`config.mk`:
```
export PLATFORM = sky130hd
export DESIGN_NAME = wb_queue
export DESIGN_NICKNAME = d
export VERILOG_FILES = /design/src/rtl/wb_queue.sv
export SDC_FILE = /design/constraint.sdc
export NUM_CORES = 1
export LEC_CHECK = 0
export BUFFER_PORTS_ARGS = -buffer_cell sky130_fd_sc_hd__buf_2
export CORE_MARGIN = 2
export CORE_UTILIZATION = 40
export CTS_BUF_LIST = sky130_fd_sc_hd__clkbuf_8
export DETAILED_ROUTE_END_ITERATION = 8
export SETUP_SLACK_MARGIN = 0.3
export SYNTH_ARGS = -nofsm -noshare
export SYNTH_HDL_FRONTEND = slang
export SYNTH_SLANG_ARGS = --single-unit
```
`constraint.sdc`:
```
create_clock -name clk -period 8.8 [get_ports clk]
set_input_delay 0.88 -clock clk [delete_from_list [all_inputs] [get_ports clk]]
set_output_delay 0.88 -clock clk [all_outputs]
set_load 0.01 [all_outputs]
```
`src/rtl/wb_queue.sv`:
```
// Writeback queue: buffers ALU and MEM results in program order, retires one per cycle
// onto the single GPR write port, and forwards pending values to decode.
module wb_queue #(
    parameter int unsigned REG_FILE_BITS = 5,
    parameter int unsigned REG_SIZE      = 64,
    parameter int unsigned DEPTH         = 4
) (
    input  logic                       clk,
    input  logic                       rst,
    input  logic                       mem_valid,
    output logic                       mem_ready,
    input  logic [REG_FILE_BITS-1:0]   mem_rd,
    input  logic [REG_SIZE-1:0]        mem_data,
    input  logic                       alu_valid,
    output logic                       alu_ready,
    input  logic [REG_FILE_BITS-1:0]   alu_rd,
    input  logic [REG_SIZE-1:0]        alu_data,
    output logic                       rf_we,
    output logic [REG_FILE_BITS-1:0]   rf_write_num,
    output logic [REG_SIZE-1:0]        rf_input_data,
    input  logic [REG_FILE_BITS-1:0]   fwd_num1,
    output logic                       fwd_hit1,
    output logic [REG_SIZE-1:0]        fwd_data1,
    input  logic [REG_FILE_BITS-1:0]   fwd_num2,
    output logic                       fwd_hit2,
    output logic [REG_SIZE-1:0]        fwd_data2,
    output logic [$clog2(DEPTH):0]     count
);

    localparam int unsigned PTR_W = $clog2(DEPTH);
    localparam int unsigned CNT_W = $clog2(DEPTH) + 1;

    typedef struct packed {
        logic [REG_FILE_BITS-1:0] rd;
        logic [REG_SIZE-1:0]      data;
    } entry_t;

    entry_t             slots [DEPTH];
    logic [DEPTH-1:0]   valid;
    logic [DEPTH-1:0]   valid_next;
    logic [PTR_W-1:0]   rd_ptr;
    logic [PTR_W-1:0]   wr_ptr;
    logic [PTR_W-1:0]   alu_slot;
    logic [PTR_W-1:0]   scan_slot;
    logic               mem_push;
    logic               alu_push;
    logic               pop;

    // Ready looks only at registered occupancy plus the same-cycle MEM push; rd==0 is always sunk.
    always_comb begin
        mem_ready = (mem_rd == '0) || (count < CNT_W'(DEPTH));
        mem_push  = mem_valid && mem_ready && (mem_rd != '0);
        alu_ready = (alu_rd == '0) || ((count + CNT_W'(mem_push)) < CNT_W'(DEPTH));
        alu_push  = alu_valid && alu_ready && (alu_rd != '0);
        alu_slot  = wr_ptr + PTR_W'(mem_push);
        pop       = (count != '0);
    end

    // Head drives the register file write port; zeros when empty.
    always_comb begin
        rf_we         = pop;
        rf_write_num  = '0;
        rf_input_data = '0;
        if (pop) begin
            rf_write_num  = slots[rd_ptr].rd;
            rf_input_data = slots[rd_ptr].data;
        end
    end

    always_comb begin
        valid_next = valid;
        if (pop) begin
            valid_next[rd_ptr] = 1'b0;
        end
        if (mem_push) begin
            valid_next[wr_ptr] = 1'b1;
        end
        if (alu_push) begin
            valid_next[alu_slot] = 1'b1;
        end
    end

    always_ff @(posedge clk or posedge rst) begin
        if (rst) begin
            count  <= '0;
            rd_ptr <= '0;
            wr_ptr <= '0;
            valid  <= '0;
        end else begin
            count  <= count + CNT_W'(mem_push) + CNT_W'(alu_push) - CNT_W'(pop);
            rd_ptr <= rd_ptr + PTR_W'(pop);
            wr_ptr <= wr_ptr + PTR_W'(mem_push) + PTR_W'(alu_push);
            valid  <= valid_next;
        end
    end

    // Payload storage carries no reset; valid bits qualify every read.
    always_ff @(posedge clk) begin
        if (mem_push) begin
            slots[wr_ptr] <= '{rd: mem_rd, data: mem_data};
        end
        if (alu_push) begin
            slots[alu_slot] <= '{rd: alu_rd, data: alu_data};
        end
    end

    // Walk oldest to youngest so the last match (youngest) wins; head stays visible until popped.
    always_comb begin
        fwd_hit1  = 1'b0;
        fwd_data1 = '0;
        fwd_hit2  = 1'b0;
        fwd_data2 = '0;
        scan_slot = '0;
        for (int unsigned k = 0; k < DEPTH; k++) begin
            scan_slot = rd_ptr + PTR_W'(k);
            if (valid[scan_slot] && (fwd_num1 != '0) && (slots[scan_slot].rd == fwd_num1)) begin
                fwd_hit1  = 1'b1;
                fwd_data1 = slots[scan_slot].data;
            end
            if (valid[scan_slot] && (fwd_num2 != '0) && (slots[scan_slot].rd == fwd_num2)) begin
                fwd_hit2  = 1'b1;
                fwd_data2 = slots[scan_slot].data;
            end
        end
    end

endmodule

```
==> results of run 1 <==
[worst reg2reg max path, cell delays in order (launching register included)]
cell      delay, ns
dfrtp_1        0.42
nand3b_1       0.16
inv_1          0.12
ha_1           0.20
ha_1           0.19
xnor2_1        0.25
nand3_1        0.21
inv_1          0.25
nand3_4        0.53
nand2_4        0.71
buf_4          0.72
[flip-flops by register name, indices dropped and copies added, names as in the netlist]
register / count
valid: 4
rd_ptr: 2
wr_ptr: 2
count: 3
slots: 276
[synth_stat cells (23+ instances only)]
cell type  number  area share, %
mux2_2        276             13
buf_2          41           0.86
nand3_1        30           0.63
o221ai_1       65            2.4
o31ai_1        24           0.76
edfxtp_1      276             35
mux4_2        280             26
clkbuf_1      107            1.7
o211ai_1       23           0.72
nand2_1       212            3.3
xnor2_1        31            1.1
and2_1         70            1.8
nor2_1         36           0.57
mux2i_1       105            4.4
[power groups by stage]
stage                     Clock (W)  Combinational [W]  Sequential, W
after floorplan                   0            0.00505        0.00236
after global placement            0            0.00660        0.00251
after detailed placement          0            0.00668        0.00256
after CTS                   0.00127            0.00671        0.00254
after global routing        0.00132            0.00716        0.00261
final                       0.00124            0.00666        0.00255
[through the flow]
step           hold slack, ns  instances
4_1_cts                0.2552       2838
3_5_place_dp           0.5316       2738
6_report               0.2941       2851
2_1_floorplan          0.4954       1754
3_3_place_gp           0.5207       2738
5_1_grt                0.3092       2844
[cell families (layout without fill, tap and decap cells)]
group | count (synthesis) | in the layout | synth area share [%]
fa+ha+maj | 12 | 12 | 0.6610
compound gates | 173 | 173 | 6.736
other cells | 0 | 13 | 0
mux | 661 | 661 | 43.88
flops | 287 | 287 | 35.90
simple gates | 386 | 386 | 7.580
xor+xnor | 47 | 47 | 1.726
buf+inv | 188 | 499 | 3.520
[metal layers]
metal | up-vias | track usage (%) | part of all wire, %
li1 | 7751 | - | -
met1 | 9387 | 30.43 | 38
met2 | 847 | 43.40 | 51
met3 | 160 | 4.019 | 7.4
met4 | 12 | 9.559 | 2.9
met5 | - | 0 | 0.10
[layout make-up]
| cell class | instances | area, sq um |
|---|---|---|
| sequential | 287 | 8571 |
| antenna | 13 | 32.53 |
| fill | 5356 | 31800 |
| timing repair buffer | 388 | 2022 |
| inverter | 11 | 41.29 |
| tap | 773 | 967.2 |
| clock inverter | 40 | 193.9 |
| multi-input combinational | 1279 | 14560 |
| clock buffer | 60 | 825.8 |
[placed cells by master, fill, tap and decap left out, drive strengths merged, types with 6 or more instances in the layout]
cell / n
nand4: 6
edfxtp: 276
o211ai: 23
nor3: 7
nor2: 37
clkbuf: 60
xnor2: 31
xor2: 16
a221oi: 23
o31ai: 24
mux4: 280
nand2: 212
nand3: 30
o221ai: 75
mux2i: 105
mux2: 276
and2: 70
diode: 13
buf: 388
dfrtp: 11
ha: 11
clkinv: 14
inv: 33
[path summary, 6_finish.rpt]
check / end / slack (ns) / cells after the start / start
max reg2reg: slots[3][40] / 4.61 / 10 / count[2]
min reg2reg: valid[3] / 0.55 / 1 / valid[3]
min: valid[1] / 0.29 / 2 / rst
max in group asynchronous: rd_ptr[1] / 8.05 / 2 / rst
min in group clk: valid[3] / 0.55 / 1 / valid[3]
max: fwd_data2[44] / 1.95 / 10 / rd_ptr[0]
==> qor.txt, run 1 <==
outcome -> finished, final reports clean
nets -> 2184
YS warnings -> 0
Unique masters post-synth -> 53
syn avg cell area -> 13.60 sq um
1st-iter DRT viols -> 1453
P_leak -> 9.829 nW
FFs w/ async S/R, synth -> 3.833%
I/O Pins -> 357
TNS Setup -> 0 ns
DP Area -> 0.02616 sq mm
row cnt -> 89
register area share after synthesis -> 35.90%
initial antenna violation count -> 14
Slew Limit Fails -> 0
DRC -> 0
WP data arrival -> 5.97 ns
NetSw -> 0.004518 W
post_cts resized -> 0
CTS tree -> yes
Worst Hold Class -> primary input to async pin
initial core utilization -> 40.41%
largest net degree at the start of global routing -> 85
Sequential Power Share -> 24.4%
hold_buf cts -> 0
Total Routing Usage GR -> 24.69%
total CTS buffers -> 53
Total Power -> 0.01045 W
endpoints failing setup -> 0
gpl congestion -> 0.8977
CP Capture Type -> output port
postcts setup bufs -> 0
Slowest-stage cell, CP -> dfrtp_4
sw frac -> 43.24%
Die Wd -> 248.2 um
CP top delay family -> simple AND/OR/NAND/NOR gates
PwrDens -> 383.9 mW/mm^2
global route overflow -> 0
Final ANT Viol Nets -> 0
PnR worst setup slack -> 1.950 ns
clk buf depth -> 3
DP HPWL -> 49.14 mm
CTS HTree Levels -> 2
Worst Max-Slew Pin Slew -> 1.141 ns
vias in the first global route -> 18420
via count -> 18160
Post-synth EDFFs -> 276
clk sinks -> 287
worst vdd ir -> 0.2970 mV
Clk pin slew, worst setup/hold paths -> 0.06 ns
Final Cycle Share -> 77.84%
Final Util -> 46.11%
latest clock arrival within the worst-skew pair -> 0.65 ns
Clk pwr share -> 11.9%
Slew Limit Headroom -> 23.90%
vias per cell -> 6.369
Buf/Inv on CP -> 3
Combinational Power Share -> 63.7%
die height -> 248.2 um
layout cells sized above 1 -> 51.77%
Layout area overhead -> 14.10%
crit path kind -> register to output port
Post-Route WL -> 77.14 mm
sequence of cells on the critical path -> inv_1 > ha_4 > mux4_2 > xor2_1 > or4_1 > nor2_8 > buf_4 > a221oi_2 > o31ai_1 > buf_2
Cell Int Power -> 0.005929 W
RSZ-0062 raised after global routing -> no
Gate Count Post-Synth -> 1754
Max Clock Freq -> 0.1460 GHz
first-pass GRT wire length -> 114.6 mm
Tmin final -> 6.850 ns
Worst Setup Start Kind -> register
I/O Buffers -> 356
DR pass1 iterations -> 5
Die ar. -> 0.06160 sq mm
Fin. Hold Viols -> 0
CTS root buf -> clkbuf_8
clock skew -> 0.02754 ns
syn_nets -> 1918
synthesized cell area -> 0.02385 sq mm
CP max stage delay -> 1.03 ns
DP Worst Slack -> 2.531 ns
CORE AREA -> 0.05902 sq mm
Crit Path Max Fanout -> 54
Worst EP required -> 7.92 ns
Synth Flop Type -> edfxtp_1
post-route cell area -> 0.02721 sq mm
MaxCap Viol Count -> 0
WL/cell -> 27.06 um
Yosys reg bits -> 287
(Power assumes the default switching activity.)
==> run 2: changes to the inputs <==
==> constraint.sdc (replaced) <==
create_clock -name clk -period 6.79 [get_ports clk]
set_input_delay 0.679 -clock clk [delete_from_list [all_inputs] [get_ports clk]]
set_output_delay 0.679 -clock clk [all_outputs]
set_load 0.01 [all_outputs]
==> qor.txt, run 2 (same netlist as run 1, synthesis figures left out) <==
CTS root buf -> clkbuf_8
1st-iter DRT viols -> 1663 (+14%)
worst vdd ir -> 0.2993 mV (+0.80%)
Layout area overhead -> 14.44%
global route overflow -> 0 (unchanged)
Max Clock Freq -> 0.1754 GHz
TNS Setup -> 0 ns (unchanged)
DP HPWL -> 49.05 mm (-0.18%)
crit path kind -> register to output port
R2R Setup Slk -> 2.74 ns (-1.87 ns)
initial core utilization -> 40.41% (unchanged)
Final Cycle Share -> 83.95%
row cnt -> 89 (unchanged)
vias per cell -> 6.394 (+0.39%)
met3 Use GR -> 4.924% (+0.90 points)
first-pass GRT wire length -> 114.9 mm (+0.32%)
largest net degree at the start of global routing -> 131 (+54%)
M2 GR Usage -> 42.48% (-0.92 points)
Die Wd -> 248.2 um (unchanged)
CTS HTree Levels -> 2 (unchanged)
P_leak -> 9.832 nW (about the same)
RR Startpoint -> count[2]
via count -> 18240 (+0.43%)
CORE AREA -> 0.05902 sq mm (unchanged)
Die ar. -> 0.06160 sq mm (unchanged)
DR pass1 iterations -> 5 (unchanged)
CP Capture Type -> output port
RR Endpoint -> slots[3][68]
Critical Path Sink -> fwd_data2[52]
Worst EP required -> 6.11 ns (-1.81 ns)
RSZ-0062 raised after global routing -> no
Tmin final -> 5.700 ns
filler instances -> 5329 (-0.50%)
latest clock arrival within the worst-skew pair -> 0.63 ns (-0.02 ns)
I/O Buffers -> 356 (unchanged)
most common cell after layout, fill and taps aside -> buf_2
DRC -> 0 (unchanged)
die height -> 248.2 um (unchanged)
MaxCap Viol Count -> 0 (unchanged)
nets -> 2185 (+0.046%)
met1 GRT Util -> 31.25% (+0.82 points)
max reg flops -> 276 (unchanged)
gpl congestion -> 0.8879 (-1.1%)
commonest non-fill, non-tap cells in the layout -> buf_2, mux4_2, mux2_2, edfxtp_1, nand2_1
largest register by flop count -> slots
total CTS buffers -> 52 (-1.9%)
crit path from -> rd_ptr[0]
Worst Hold Class -> primary input to async pin
Worst Max-Slew Pin Slew -> 1.112 ns (-0.02948 ns)
clk sinks -> 287 (unchanged)
clock skew -> 0.02018 ns (-0.007357 ns)
hold_buf cts -> 0 (unchanged)
worst r2r path cells -> 10 (unchanged)
Slew Limit Headroom -> 25.87% (+2.0 points)
postcts setup bufs -> 0 (unchanged)
Clk pin slew, worst setup/hold paths -> 0.06 ns (about the same)
I/O Pins -> 357 (unchanged)
WL/cell -> 27.28 um (+0.81%)
outcome -> finished, final reports clean
endpoints failing setup -> 0 (unchanged)
Fin. Hold Viols -> 0 (unchanged)
vias in the first global route -> 18240 (-0.96%)
Post-Route WL -> 77.79 mm (+0.84%)
Worst Setup Start Kind -> register
PwrDens -> 497.9 mW/mm^2 (+30%)
layout cells sized above 1 -> 52.06% (+0.29 points)
Crit Path Max Fanout -> 65 (+20%)
Top Registers -> slots: 276 flops, valid: 4 flops, count: 3 flops
CTS tree -> yes
Slew Limit Fails -> 0 (unchanged)
WP data arrival -> 5.02 ns (-0.95 ns)
DP Area -> 0.02627 sq mm (+0.39%)
initial antenna violation count -> 19 (+5)
Total Routing Usage GR -> 24.80% (+0.11 points)
post-route cell area -> 0.02730 sq mm (+0.30%)
post_cts resized -> 0 (unchanged)
clk buf depth -> 3 (unchanged)
Final ANT Viol Nets -> 0 (unchanged)
GR peak layer -> met2
## run 2: cell types whose count changed in the layout (fill, tap and decap cells not counted)
cell        change
buf_4           -5
diode_2         +3
clkinv_2        +9
clkinv_1        +2
inv_1           -9
clkbuf_8        -4
buf_12          +7
bufinv_16       +1
clkinvlp_4      -3
## run 2: final cells by class
class	count	area, sq um	area share (%)
multi-input combinational	1279	14560	53.35
sequential	287	8571	31.40
timing repair buffer	390	2125	7.783
tap	773	967.2	3.543
clock buffer	56	770.7	2.824
clock inverter	40	220.2	0.8067
inverter	11	41.29	0.1513
antenna	16	40.04	0.1467
## run 2: how the worst min path moves through the flow
stage                     startpoint   endpoint  slack, ns  cells after the start
final                            rst   count[1]       0.09                      2
after global routing             rst   count[1]       0.09                      2
after CTS                        rst  rd_ptr[1]       0.05                      2
after detailed placement    valid[0]   valid[0]       0.55                      1
after global placement      valid[1]   valid[1]       0.54                      1
after floorplan             valid[2]   valid[2]       0.50                      1
## run 2: worst max-delay path, cell delays in order (launching register included)
cell and delay, ns:
dfrtp_4 0.44, buf_4 0.79, mux4_2 0.64, xor2_1 0.17
nor4_1 0.29, and4_4 0.59, buf_4 0.70, a221oi_2 0.06
o31ai_1 0.39, buf_2 0.20
## run 2: through the flow
stage | setup WS [ns] | cells | power (W) | util, % | hold WS [ns]
2_1_floorplan | 1.697 | 1754 | 0.009596 | - | 0.4954
3_3_place_gp | 1.815 | 2740 | 0.01184 | 44.50 | 0.5377
3_5_place_dp | 1.709 | 2740 | 0.01202 | 44.50 | 0.5495
4_1_cts | 1.010 | 2836 | 0.01366 | 46.18 | 0.05484
5_1_grt | 0.7712 | 2847 | 0.01440 | 46.23 | 0.09267
6_report | 1.090 | 2852 | 0.01359 | 46.25 | 0.08648
## run 2: metal layers
layer  wire, um  part of all wire, %  vias up
met5         67                0.086        -
met4       2225                  2.9       12
met3       6333                  8.1      149
met2      39190                   50      891
met1      29970                   39     9448
li1           -                    -     7735
## run 2: where the power goes
group          internal (W)  switching (W)  leakage, nW  total [W]
combinational       0.00417        0.00463         6.60    0.00880
clock              0.000836       0.000776        0.572    0.00161
sequential          0.00271       0.000475         2.66    0.00318
total               0.00771        0.00588         9.83     0.0136
==> run 3: changes to the inputs <==
==> constraint.sdc (replaced) <==
create_clock -name clk -period 4.6 [get_ports clk]
set_input_delay 0.46 -clock clk [delete_from_list [all_inputs] [get_ports clk]]
set_output_delay 0.46 -clock clk [all_outputs]
set_load 0.01 [all_outputs]
==> qor.txt, run 3 (same netlist as run 1, synthesis figures left out) <==
CTS tree -> yes
Die ar. -> 0.06160 sq mm (unchanged)
Slowest-stage cell, CP -> or4_4
CTS root buf -> clkbuf_8
Clk pin slew, worst setup/hold paths -> 0.06 ns (about the same)
most common cell after layout, fill and taps aside -> buf_2
first-pass GRT wire length -> 123.6 mm (+7.6%)
Die Wd -> 248.2 um (unchanged)
endpoints failing setup -> 0 (unchanged)
Total Power -> 0.02216 W (+63%)
vias per cell -> 6.479 (+1.3%)
DR pass1 iterations -> 7 (+2)
outcome -> finished, final reports clean
TNS Setup -> 0 ns (unchanged)
Total Routing Usage GR -> 27.46% (+2.7 points)
CORE AREA -> 0.05902 sq mm (unchanged)
CP Capture Type -> output port
WL/cell -> 30.16 um (+11%)
I/O Pins -> 357 (unchanged)
worst vdd ir -> 0.5863 mV (+96%)
filler instances -> 5029 (-5.6%)
Top Registers -> slots: 276 flops, valid: 4 flops, count: 3 flops
Final Cycle Share -> 95.82%
RR Endpoint -> slots[3][40]
Worst EP required -> 4.14 ns (-1.97 ns)
Worst Hold Path Cells -> 2
hold path start -> mem_data[60]
Hold EP -> slots[2][60]
R2R Setup Slk -> 1.30 ns (-1.44 ns)
Worst Hold Class -> primary input to register
latest clock arrival within the worst-skew pair -> 0.66 ns (+0.03 ns)
Crit Path Max Fanout -> 8 (-88%)
worst r2r path cells -> 11 (+1)
total CTS buffers -> 53 (+1.9%)
crit path kind -> register to output port
gpl congestion -> 0.8748 (-1.5%)
Worst Max-Slew Pin Slew -> 1.039 ns (-0.07248 ns)
nets -> 2290 (+4.8%)
Tmin final -> 4.408 ns
DP HPWL -> 47.88 mm (-2.4%)
largest net degree at the start of global routing -> 130 (-0.76%)
clock skew -> 0.02815 ns (+0.007963 ns)
post-route cell area -> 0.02969 sq mm (+8.8%)
largest register by flop count -> slots
initial antenna violation count -> 16 (-3)
Max Clock Freq -> 0.2269 GHz
PwrDens -> 746.4 mW/mm^2 (+50%)
Slew Limit Headroom -> 30.70% (+4.8 points)
via count -> 19090 (+4.7%)
RSZ-0062 raised after global routing -> yes
layout cells sized above 1 -> 56.98% (+4.9 points)
clk buf depth -> 3 (unchanged)
row cnt -> 89 (unchanged)
die height -> 248.2 um (unchanged)
DP Area -> 0.02654 sq mm (+1.0%)
WP data arrival -> 3.95 ns (-1.07 ns)
Worst Setup Start Kind -> register
Fin. Hold Viols -> 0 (unchanged)
max reg flops -> 276 (unchanged)
CP max stage delay -> 0.59 ns (-0.20 ns)
Post-Route WL -> 88.86 mm (+14%)
initial core utilization -> 40.41% (unchanged)
Final ANT Viol Nets -> 0 (unchanged)
Slew Limit Fails -> 0 (unchanged)
Layout area overhead -> 24.48%
I/O Buffers -> 356 (unchanged)
DRC -> 0 (unchanged)
vias in the first global route -> 18870 (+3.4%)
sequence of cells on the critical path -> inv_4 > ha_4 > mux4_2 > xor2_2 > or4_4 > buf_6 > o211a_4 > buf_12 > a221oi_4 > o31ai_2 > buf_2
MaxCap Viol Count -> 0 (unchanged)
P_leak -> 10.91 nW (+11%)
1st-iter DRT viols -> 1952 (+17%)
RR Startpoint -> count[2]
global route overflow -> 0 (unchanged)
commonest non-fill, non-tap cells in the layout -> buf_2, mux4_2, mux2_2, edfxtp_1, nand2_1
clk sinks -> 287 (unchanged)
CTS HTree Levels -> 2 (unchanged)
## run 3: final cells by class
cell class	instances	area, sq um	share of cell area (%)
Sequential cell	287	8571	28.87
Clock inverter	38	346.6	1.167
Clock buffer	53	729.5	2.457
Multi-Input combinational cell	1283	15070	50.77
Timing Repair Buffer	490	3930	13.24
Inverter	11	46.29	0.1559
Tap cell	773	967.2	3.257
Antenna cell	11	27.53	0.09271
## run 3: metal layers
| metal | GRT usage (%) | up-vias | routed length (um) |
|---|---|---|---|
| li1 | - | 7974 | - |
| met3 | 6.820 | 201 | 9026 |
| met1 | 34.63 | 9779 | 33500 |
| met4 | 9.681 | 16 | 3373 |
| met5 | 0 | - | 106 |
| met2 | 45.99 | 1117 | 42860 |
## run 3: worst max path at each step
stage                          to       from  cells after the start  slack [ns]
floorplan            fwd_data2[4]  rd_ptr[1]                     15        0.30
global placement    fwd_data2[61]  rd_ptr[1]                      8        0.35
detailed placement  fwd_data2[61]  rd_ptr[1]                      8        0.30
CTS                 fwd_data2[49]  rd_ptr[0]                     11        0.18
global route        fwd_data2[20]  rd_ptr[1]                     11         0.1
finish              fwd_data2[12]  rd_ptr[1]                     11        0.19
## run 3: per-stage QoR
stage               util, %  setup WS, ns  hold WS, ns  instances
CTS                   49.07        0.1754      0.09977       2914
finish                50.31        0.1924       0.1486       2946
detailed placement    44.97        0.2984       0.5388       2751
global placement      44.97        0.3535       0.5252       2751
global route          50.28       0.09698       0.1164       2940
floorplan                 -        0.3026       0.3124       1754
## run 3: what timing repair did
| action | CTS | global route |
|---|---|---|
| pin swaps | 35 | 21 |
| buffers inserted | 48 | 11 |
| setup endpoints to repair | 137 | 127 |
| cloned | 23 | 10 |
| hold endpoints to repair | 11 | 0 |
| hold buffers | 1 | 0 |
| gates resized for setup | 61 | 73 |
## run 3: critical path, delay by kind of cell (launching register included)
kind | cells | cell delay (ns)
adder cells (fa/ha/maj) | 1 | 0.31
AO/OA/AOI/OAI | 3 | 0.66
multiplexers | 1 | 0.56
XOR/XNOR | 1 | 0.18
buffers and inverters | 4 | 0.53
AND/OR/NAND/NOR | 1 | 0.59
flip-flops | 1 | 0.43
## run 3: power breakdown
group / total, W / internal (W) / switching [W]
Sequential: 0.00465 / 0.00399 / 0.000667
Clock: 0.00263 / 0.00146 / 0.00117
Combinational: 0.0149 / 0.00720 / 0.00768
Total: 0.0222 / 0.0127 / 0.00951
